===== src/rtl/s208_seq_ctrl.sv =====
// Run sequencer for the s208 counter/compare block: init, P_0 strobing, Z watch.
// Define S208_CTRL_HIT_CNT_EN to run full windows and count every Z hit (hit_cnt port).
module s208_seq_ctrl #(
    parameter int CNT_W = 16,
    parameter int DIV_W = 4
) (
    input  logic             clk,
    input  logic             rstn,
    input  logic             start,
    input  logic [8:0]       c_cfg,
    input  logic [DIV_W-1:0] p0_div,
    input  logic [CNT_W-1:0] win_len,
    output logic             busy,
    output logic             done,
    output logic             hit,
    output logic             timeout,
    output logic [CNT_W-1:0] hit_cycle,
    output logic             dut_p0,
    output logic [8:0]       dut_c,
    output logic             dut_setn,
    output logic             dut_rstn,
`ifdef S208_CTRL_HIT_CNT_EN
    output logic [CNT_W-1:0] hit_cnt,
`endif
    input  logic             dut_z
);

    typedef enum logic [2:0] {
        IDLE   = 3'd0,
        INIT   = 3'd1,
        SETTLE = 3'd2,
        RUN    = 3'd3,
        DONE   = 3'd4
    } state_t;

    state_t state, state_n;

    logic [8:0]       c_q;
    logic [DIV_W-1:0] div_q;
    logic [DIV_W-1:0] div;
    logic [DIV_W-1:0] div_n;
    logic [CNT_W-1:0] win_q;
    logic [CNT_W-1:0] cyc;
    logic             accept;
    logic             last;
    logic             stop;

    logic             busy_d;
    logic             done_d;
    logic             setn_d;
    logic             p0_d;
    logic [8:0]       c_d;

    assign accept = (state == IDLE) && start;
    assign last   = (cyc == win_q - CNT_W'(1));
    assign div_n  = (div == div_q) ? '0 : div + DIV_W'(1);

`ifdef S208_CTRL_HIT_CNT_EN
    assign stop = last;
`else
    assign stop = last || dut_z;
`endif

    always_ff @(posedge clk or negedge rstn) begin
        if (!rstn) begin
            state <= IDLE;
        end else begin
            state <= state_n;
        end
    end

    always_comb begin
        state_n = state;
        unique case (state)
            IDLE:    if (start) state_n = INIT;
            INIT:    state_n = SETTLE;
            SETTLE:  state_n = (win_q == '0) ? DONE : RUN;
            RUN:     if (stop) state_n = DONE;
            DONE:    state_n = IDLE;
            default: state_n = IDLE;
        endcase
    end

    // Output values for the coming cycle, registered below.
    always_comb begin
        busy_d = (state_n != IDLE);
        done_d = (state_n == DONE);
        setn_d = (state_n != INIT);
        c_d    = '0;
        if (accept) begin
            c_d = c_cfg;
        end else if (state_n != IDLE) begin
            c_d = c_q;
        end
        p0_d = 1'b0;
        if (state_n == RUN) begin
            p0_d = (state == RUN) ? (div_n == '0) : 1'b1;
        end
    end

    always_ff @(posedge clk or negedge rstn) begin
        if (!rstn) begin
            busy     <= 1'b0;
            done     <= 1'b0;
            dut_setn <= 1'b0;
            dut_rstn <= 1'b0;
            dut_p0   <= 1'b0;
            dut_c    <= '0;
        end else begin
            busy     <= busy_d;
            done     <= done_d;
            dut_setn <= setn_d;
            dut_rstn <= setn_d;
            dut_p0   <= p0_d;
            dut_c    <= c_d;
        end
    end

    always_ff @(posedge clk or negedge rstn) begin
        if (!rstn) begin
            cyc <= '0;
            div <= '0;
        end else if (state == RUN) begin
            cyc <= cyc + CNT_W'(1);
            div <= div_n;
        end else begin
            cyc <= '0;
            div <= '0;
        end
    end

    always_ff @(posedge clk or negedge rstn) begin
        if (!rstn) begin
            c_q       <= '0;
            div_q     <= '0;
            win_q     <= '0;
            hit       <= 1'b0;
            timeout   <= 1'b0;
            hit_cycle <= '0;
`ifdef S208_CTRL_HIT_CNT_EN
            hit_cnt   <= '0;
`endif
        end else if (accept) begin
            c_q       <= c_cfg;
            div_q     <= p0_div;
            win_q     <= win_len;
            hit       <= 1'b0;
            timeout   <= 1'b0;
            hit_cycle <= '0;
`ifdef S208_CTRL_HIT_CNT_EN
            hit_cnt   <= '0;
`endif
        end else if (state == SETTLE && win_q == '0) begin
            timeout <= 1'b1;
        end else if (state == RUN) begin
            if (dut_z && !hit) begin
                hit       <= 1'b1;
                hit_cycle <= cyc;
            end
            if (last && !hit && !dut_z) begin
                timeout <= 1'b1;
            end
`ifdef S208_CTRL_HIT_CNT_EN
            if (dut_z && hit_cnt != '1) begin
                hit_cnt <= hit_cnt + CNT_W'(1);
            end
`endif
        end
    end

endmodule

===== config.mk =====
export PLATFORM = sky130hd
export DESIGN_NAME = s208_seq_ctrl
export DESIGN_NICKNAME = d
export VERILOG_FILES = /design/src/rtl/s208_seq_ctrl.sv
export SDC_FILE = /design/constraint.sdc
export NUM_CORES = 1
export LEC_CHECK = 0
export CAP_MARGIN = 30
export CORE_MARGIN = 10
export CORE_UTILIZATION = 57
export CTS_CLUSTER_DIAMETER = 50
export DETAILED_ROUTE_END_ITERATION = 6
export PLACE_DENSITY = 0.84
export SYNTH_ARGS = -nofsm -noshare
export SYNTH_HDL_FRONTEND = slang
export SYNTH_SLANG_ARGS = --single-unit

===== constraint.sdc =====
create_clock -name clk -period 7.3 [get_ports clk]
set_input_delay 1.46 -clock clk [delete_from_list [all_inputs] [get_ports clk]]
set_output_delay 1.46 -clock clk [all_outputs]
set_load 0.02 [all_outputs]

; ---- Yosys cells after proc, flatten, opt, wreduce, memory -nomap -nowiden
; Cells that the tools add are included.
[op_classes]
n_lt_le_gt_ge = 0
add_sub_neg = 3
bitwise = 0
reduce_logical = 18
div_mod_pow = 0
mux = 23
multipliers = 0
shift = 0
n_eq_ne = 9
[op_table]
columns = op, count
row1 = two-way mux 16 bit, 5
row2 = two-way mux 9 bit, 2
row3 = adder 16 x 1 -> 16 bit (second input constant), 1
row4 = equality test 16 bit, 1
row5 = logical NOT 16 bit, 1
row6 = subtractor 16 x 1 -> 16 bit (second input constant), 1
row7 = case mux 3 bit (4 select lines), 1
row8 = two-way mux 1 bit, 10
row9 = equality test 3 x 2 -> 1 bit (second input constant), 3
row10 = two-way mux 3 bit, 3
row11 = nonzero test 3 bit, 3
row12 = two-way mux 4 bit, 2
row13 = logical AND 1 bit, 5
row14 = adder 4 x 1 -> 4 bit (second input constant), 1
row15 = equality test 4 bit, 1
row16 = logical NOT 4 bit, 1
row17 = nonzero test 2 bit, 2
row18 = equality test 3 x 1 -> 1 bit (second input constant), 1
row19 = equality test 3 bit (second input constant), 1
row20 = logical NOT 3 bit, 1
row21 = != test 3 x 1 -> 1 bit (second input constant), 1
row22 = AND reduction 3 bit, 1
row23 = logical NOT 1 bit, 2
row24 = != test 2 bit (second input constant), 1
row25 = other kinds (2), 2
[word_totals]
inputBits = 33
wordCells = 67
out_inout_bits = 32
latchBits = 0
reg_bits = 83
mem_bits_ro = 0
n_memories = 0
mem_bits_rw = 0

; ---- Logic depth before layout (Yosys ltp)
; Gate-level depths: netlist (run 1).
[logic_depth]
ltp_word = 8
depth_mapped = 9
mapped_depth_nobuf = 9

; ---- Worst setup path before layout (run 1)
; Ideal clock, no wire load.
[synth_timing]
path_type = input to register
start = input port start
end = register dut_c[0]
stages = 5
slack_ps = 4608
required_time_ps = 7164
arrival_time_ps = 2556
path_cell_list = nor4b_2 > clkinv_1 > clkbuf_1 > nand2_1 > a21oi_1
[synth_between]
elab_chain_len = 5
elab_cells_between_ends = 6
[synth_rtl]
columns = element, line_no
row1 = from (decl), 9  ; input logic start,
row2 = two-way mux 3 bit, 75  ; IDLE: if (start) state_n = INIT;
row3 = case mux 3 bit (4 select lines), 74  ; unique case (state)
row4 = nonzero test 3 bit, 92  ; end else if (state_n != IDLE) begin
row5 = two-way mux 9 bit, 92
row6 = two-way mux 9 bit (*), 90  ; if (accept) begin
row7 = net c_d[0], 52  ; logic [8:0] c_d;
row8 = to (signal assigned), 108  ; dut_c <= '0;
row9 = to (signal assigned), 115  ; dut_c <= c_d;
row10 = to (decl), 19  ; output logic [8:0] dut_c,
; The timed path passes the listed nets; every way through them passes the cells marked *.
; A chain may end at the register's enable or synchronous reset.

; ---- Final worst setup path (run 1)
[layout_timing]
start = input port start
end = register hit_cycle[8]
[layout_between]
elab_chain_len = 3
elab_cells_between_ends = 6
[layout_rtl]
columns = element, line_no
row1 = logical AND 1 bit (*), 54  ; assign accept = (state == IDLE) && start;
row2 = != test 2 bit (no line) / nonzero test 2 bit (equally long branches), -
row3 = AND reduction 3 bit (no line), -
row4 = to (signal assigned), 158  ; hit_cycle <= cyc;
row5 = to (decl), 17  ; output logic [CNT_W-1:0] hit_cycle,
; Every way passes the cells marked *; elsewhere a longest branch is shown, timed or not.

==> metrics.csv, run 1 <==
metric;value;unit
outcome;finished clean;
synthesized area;3970;um^2
total placed cells including tap cells;573;
Starting Density;58.4;%
switching share of power;38.6;%
crit path time final;3010;ps
die extent in x;103;um
hold crit path type;flop to flop;
Iteration-0 DRC Markers;114;
Psw;662;uW
critical path capture point type;flop;
DRC Markers;0;
sequential share of the synthesized area;52.3;%
cell internal pwr;1050;uW
Synth Net Count;467;
Worst setup SP type;input port;
layout cell share with drive strength beyond 1;7.10;%
area post-placement;4720;um^2
Worst path slowest cell;clkinv_1;
final hold slack;480;ps
Port Buf Inserts;64;
DIE AREA;10700;um^2
setup bufs post-CTS;0;
Root Buffer;clkbuf_8;
GRT Total Usage;17.3;%
relative slew slack;58.3;%
Cells after Synth;431;
Worst Path Max Fanout;25;
Routed WL per cell;14.6;um
min setup slack post-route;4290;ps
via count;3204;
Hold Buf Count CTS;0;
Clock power frac;22.0;%
pre-CTS setup slack;3880;ps
Cell Count, Final, Fillers Out;589;
final net count;524;
Power Dens Cells;347;nW/um^2
die height;103;um
Peak VDD IR;0.193;mV
cts repair resizes;0;
final setup vio count;0;
TritonCTS buffer count;9;
sequential share of power;42.0;%
FMAX;0.332;GHz
CP cell instances;clkdlybuf4s50_1, nor4b_4, clkinv_1, buf_16, nand2_1, o21ai_0;
P_leak;0.00214;uW
leading cell type in the layout, fill and taps excluded;nand2_1;
clock latency on the worst-skew pair;370;ps
Least-Margin Pin Slew;609;ps
largest net degree at the start of global routing;43;
Seq cells post-synth;83;
post-route ant nets;0;
critical path's top delay family;buffers and inverters;
core area;6790;um^2
global-route wire length before repair;14700;um
RSZ-0062 raised after global routing;false;
clock skew;8.90;ps
H-tree depth;3;
Antenna diodes;0;
CTS tree;built;
most frequent cells in the layout;nand2_1, dfrtp_1, clkdlybuf4s50_1, o21ai_0, nor2_1;
CP arrival;3240;ps
Distinct cells, synth;52;
DPL Wire Length;6310;um
DR pass1 iterations;5;
critical path class;input port to flop;
grt total ovfl;0;
final instance area;4940;um^2
Crit path largest cell delay;520;ps
Max-cap violations;0;
initial antenna violation count;0;
Clk pin slew, worst setup/hold paths;90;ps
setup TNS;0;ps
synth warn;0;
Syn Area/Cell;9.21;um^2
Synth Flop Type;dfrtp_1;
I/O pins;65;
synthesis-to-layout area growth;24.6;%
placer congestion estimate;0.937;
vias in the first global route;3192;
clock tree buffer depth;2;
CP required;7540;ps
TritonCTS Sinks;83;
row count;30;
routed wire length;8610;um
Buf/Inv on CP;3;
Comb pwr share;36.1;%
Pins Over Slew Limit;0;
fraction of registers with async set or reset after synthesis;100;%
Hold Fails Final Rpt;0;
via count normalized by instance count;5.44;
EDFF count, synth;0;
Final period util;41.2;%
synth_stat cells, types with 2 or more instances:
library cell	n	area [um^2]
nand4_1	4	25.0
ha_1	3	37.5
or2_2	3	18.8
xnor2_1	20	175
nor2_1	24	90.1
clkbuf_1	20	75.1
dfrtp_1	83	2080
nor4_4	2	42.5
o31ai_1	2	15.0
and4_1	2	17.5
nor4_1	3	18.8
o21ai_0	25	125
and3_1	3	18.8
nor3_1	6	30.0
o211a_1	2	20.0
nor3b_1	3	22.5
xor2_1	13	114
a21oi_1	19	95.1
a31oi_1	3	18.8
nand3_1	9	45.0
nor2b_1	6	37.5
nand2b_1	2	12.5
or3b_1	2	17.5
or3_1	9	56.3
o211ai_1	2	15.0
inv_1	6	22.5
nand2_1	130	488
cell type report:
class,instances,area [um^2]
sequential,83,2080
fill,513,1850
multi-input combinational,319,1790
timing repair buffer,68,701
clock buffer,9,124
tap,96,120
clock inverter,7,105
inverter,7,26.3
worst min-delay path: stages, from the launching register on:
cell	delay (ps)
dfrtp_1	330
nand2_1	60
nand2_1	60
through the flow:
stage	util (%)	total power, uW
after floorplan	-	1130
after global placement	68.7	1300
after detailed placement	69.4	1340
after CTS	72.8	1720
after global routing	72.8	1830
final	72.8	1710
metal layers:
metal	wire length [um]	part of all wire, %	vias to the layer above	track usage (%)
li1	-	-	1560	-
met5	0	0	-	0
met2	4230	49	94	28.2
met1	3690	43	1528	21.9
met4	248	2.9	0	8.88
met3	446	5.2	22	2.66
power by group through the flow:
stage / registers (uW) / logic [uW] / clock network (uW)
global placement: 719 / 582 / 0
finish: 719 / 618 / 376
CTS: 718 / 621 / 382
floorplan: 723 / 403 / 0
global route: 736 / 688 / 405
detailed placement: 727 / 613 / 0
cells by family (layout without fill, tap and decap cells):
logic type / Yosys count / count (layout) / share of synthesized area [%]
AO/OA/AOI/OAI: 66 / 66 / 10.3
multiplexers: 2 / 2 / 0.536
flip-flops: 83 / 83 / 52.3
adder cells (fa/ha/maj): 3 / 3 / 0.946
AND/OR/NAND/NOR: 215 / 215 / 25.7
buffers and inverters: 29 / 91 / 2.87
XOR/XNOR: 33 / 33 / 7.28
registers in the layout, indices dropped and copies added (netlist names), 3 cells and up:
| signal | count |
|---|---|
| div_q | 4 |
| hit_cycle | 16 |
| win_q | 16 |
| dut_c | 9 |
| div | 4 |
| c_q | 9 |
| state | 3 |
| cyc | 16 |
worst paths after layout:
kind                            endpoint  depth (start not counted)  slack, ps  startpoint
max                         hit_cycle[8]                          6       4290       start
min                               c_q[5]                          2        480      c_q[5]
max reg2reg                       dut_p0                          8       4450    win_q[0]
min reg2reg                       c_q[5]                          2        480      c_q[5]
max in group asynchronous  hit_cycle[10]                          2       5640        rstn
min in group asynchronous       dut_rstn                          1       1070        rstn
Note: power is estimated with default switching activity, not from simulation.
==> run 2: changes to the inputs <==
- CORE_UTILIZATION: 57 -> 48
- PLACE_DENSITY: 0.84 -> 0.76
- clock period: 7.3 -> 2.5 ns (I/O delays scaled with it)
==> run 2 against run 1 <==
Non-clock buffer count is 14 higher. Sequential cell count stayed put. Cell area is 3.6% higher. Wire length is 4.1% higher. Critical path depth is 1 higher. Largest cell class unchanged. Largest power group unchanged. Highest routed layer unchanged.
==> metrics.csv, run 2 (synthesis results as in run 1) <==
metric;value;unit;change
final setup vio count;0;;unchanged
Worst path slowest cell;or4b_1;;
Pins Over Slew Limit;0;;unchanged
P_leak;0.00222;uW;+3.7%
reg2reg end;dut_p0;;
Peak VDD IR;0.543;mV;+180%
Hold Buf Count CTS;0;;unchanged
switching share of power;37.9;%;-0.66 points
Routed WL per cell;14.6;um;+0.18%
crit path from;win_q[0];;
Antenna diodes;0;;unchanged
initial antenna violation count;0;;unchanged
worst reg-to-reg setup slack;40;ps;-4410 ps
clock latency on the worst-skew pair;350;ps;-20 ps
Clock power frac;22.8;%;+0.8 points
DPL Wire Length;6520;um;+3.3%
Hold Fails Final Rpt;0;;unchanged
CP cell instances;buf_6, nor4_4, nand3_2, or4b_1, a221o_2, o211ai_1, a211oi_1;;
vias in the first global route;3105;;-2.7%
Worst R2R Path Depth;7;;-1
TritonCTS Sinks;83;;unchanged
Comb pwr share;37.8;%;+1.7 points
Final period util;98.4;%;
total placed cells including tap cells;594;;+3.7%
Clk pin slew, worst setup/hold paths;100;ps;about the same
I/O pins;65;;unchanged
Cell Count, Final, Fillers Out;612;;+3.9%
Least-Margin Pin Slew;481;ps;-128 ps
relative slew slack;67.9;%;+9.6 points
Iteration-0 DRC Markers;149;;+31%
placer congestion estimate;0.866;;-7.6%
global-route wire length before repair;15300;um;+3.8%
largest net degree at the start of global routing;48;;+12%
Port Buf Inserts;64;;unchanged
TritonCTS buffer count;9;;unchanged
post-route ant nets;0;;unchanged
crit path time final;2460;ps;
sequential share of power;39.4;%;-2.6 points
Starting Density;48.8;%;-9.6 points
via count;3221;;+0.53%
FMAX;0.406;GHz;
Buf/Inv on CP;1;;-2
leading cell type in the layout, fill and taps excluded;nand2_1;;
most frequent cells in the layout;nand2_1, dfrtp_1, clkdlybuf4s50_1, o21ai_0, nor2_1;;
die extent in x;111;um;+7.2%
Max-cap violations;0;;unchanged
CP arrival;2700;ps;-540 ps
layout cell share with drive strength beyond 1;12.0;%;+4.9 points
DRC Markers;0;;unchanged
grt total ovfl;0;;unchanged
RSZ-0062 raised after global routing;true;;
GRT Total Usage;14.6;%;-2.7 points
outcome;finished clean;;
routed wire length;8960;um;+4.1%
row count;33;;+10%
clock tree buffer depth;2;;unchanged
critical path's top delay family;simple AND/OR/NAND/NOR gates;;
R2R Path Start;win_q[0];;
cell internal pwr;3310;uW;+210%
critical path capture point type;flop;;
Worst Path Max Fanout;5;;-80%
final core utilization;63.0;%;-9.8 points
DR pass1 iterations;4;;-1
die height;111;um;+7.2%
synthesis-to-layout area growth;29.1;%;
crit path capture;dut_p0;;
Root Buffer;clkbuf_8;;
Largest regs;cyc x16, hit_cycle x16, win_q x16;;
DIE AREA;12300;um^2;+15%
Power Dens Cells;1040;nW/um^2;+200%
critical path class;flop to flop;;
Psw;2030;uW;+210%
Worst setup SP type;flop;;
hold crit path type;input port to async pin;;
CTS tree;built;;
core area;8130;um^2;+20%
H-tree depth;3;;unchanged
final net count;538;;+2.7%
CP Depth;7;;+1
Crit path largest cell delay;540;ps;+20 ps
CP required;2740;ps;-4800 ps
via count normalized by instance count;5.26;;-3.2%
clock skew;9.09;ps;+0.198 ps
## run 2: how the worst min path moves through the flow
stage | from | endpoint | slack, ps | cells after the start
floorplan | rstn | busy | 200 | 0
global placement | c_q[1] | c_q[1] | 450 | 2
detailed placement | c_q[7] | c_q[7] | 460 | 2
CTS | rstn | dut_c[5] | 100 | 1
global route | rstn | dut_c[5] | 120 | 1
finish | rstn | dut_c[5] | 90 | 1
## run 2: cell type report
class	count	area, um^2
timing repair buffer	82	793
inverter	7	26.3
clock buffer	9	124
sequential	83	2080
multi-input combinational	319	1840
clock inverter	7	128
tap	105	131
fill	693	3010
## run 2: per-stage QoR
step	hold WS [ps]	power (uW)	worst slack [ps]	cell area [um^2]	TNS [ps]
3_3_place_gp	452	3960	56.0	4800	0
4_1_cts	104	5240	14.3	5050	0
6_report	89.6	5340	39.1	5120	0
3_5_place_dp	458	4020	-42.2	4800	-61.4
5_1_grt	116	5700	-30.8	5120	-58.9
2_1_floorplan	204	3290	135	3970	0
## run 2: power by group through the flow
stage / logic (uW) / registers, uW / clock network [uW]
after global routing: 2240 / 2160 / 1300
after floorplan: 1180 / 2110 / 0
final: 2020 / 2100 / 1220
after global placement: 1870 / 2100 / 0
after detailed placement: 1900 / 2110 / 0
after CTS: 1920 / 2090 / 1230
## run 2: worst reg2reg max path, delay by kind of cell, from the launching register on
kind	cells	cell delay, ps
simple gates	3	970
compound gates	3	800
flops	1	450
buf+inv	1	130
## run 2: metal layers
metal  GRT usage [%]  routed length (um)
met1            19.5                4220
met3            3.19                 443
met2            22.6                4170
met4            5.56                 131
met5               0                   0
## run 2: timing repair
item,CTS,global route
setup endpoints to repair,2,6
gates resized for setup,2,15
setup buffers,0,2
pin swaps,0,6
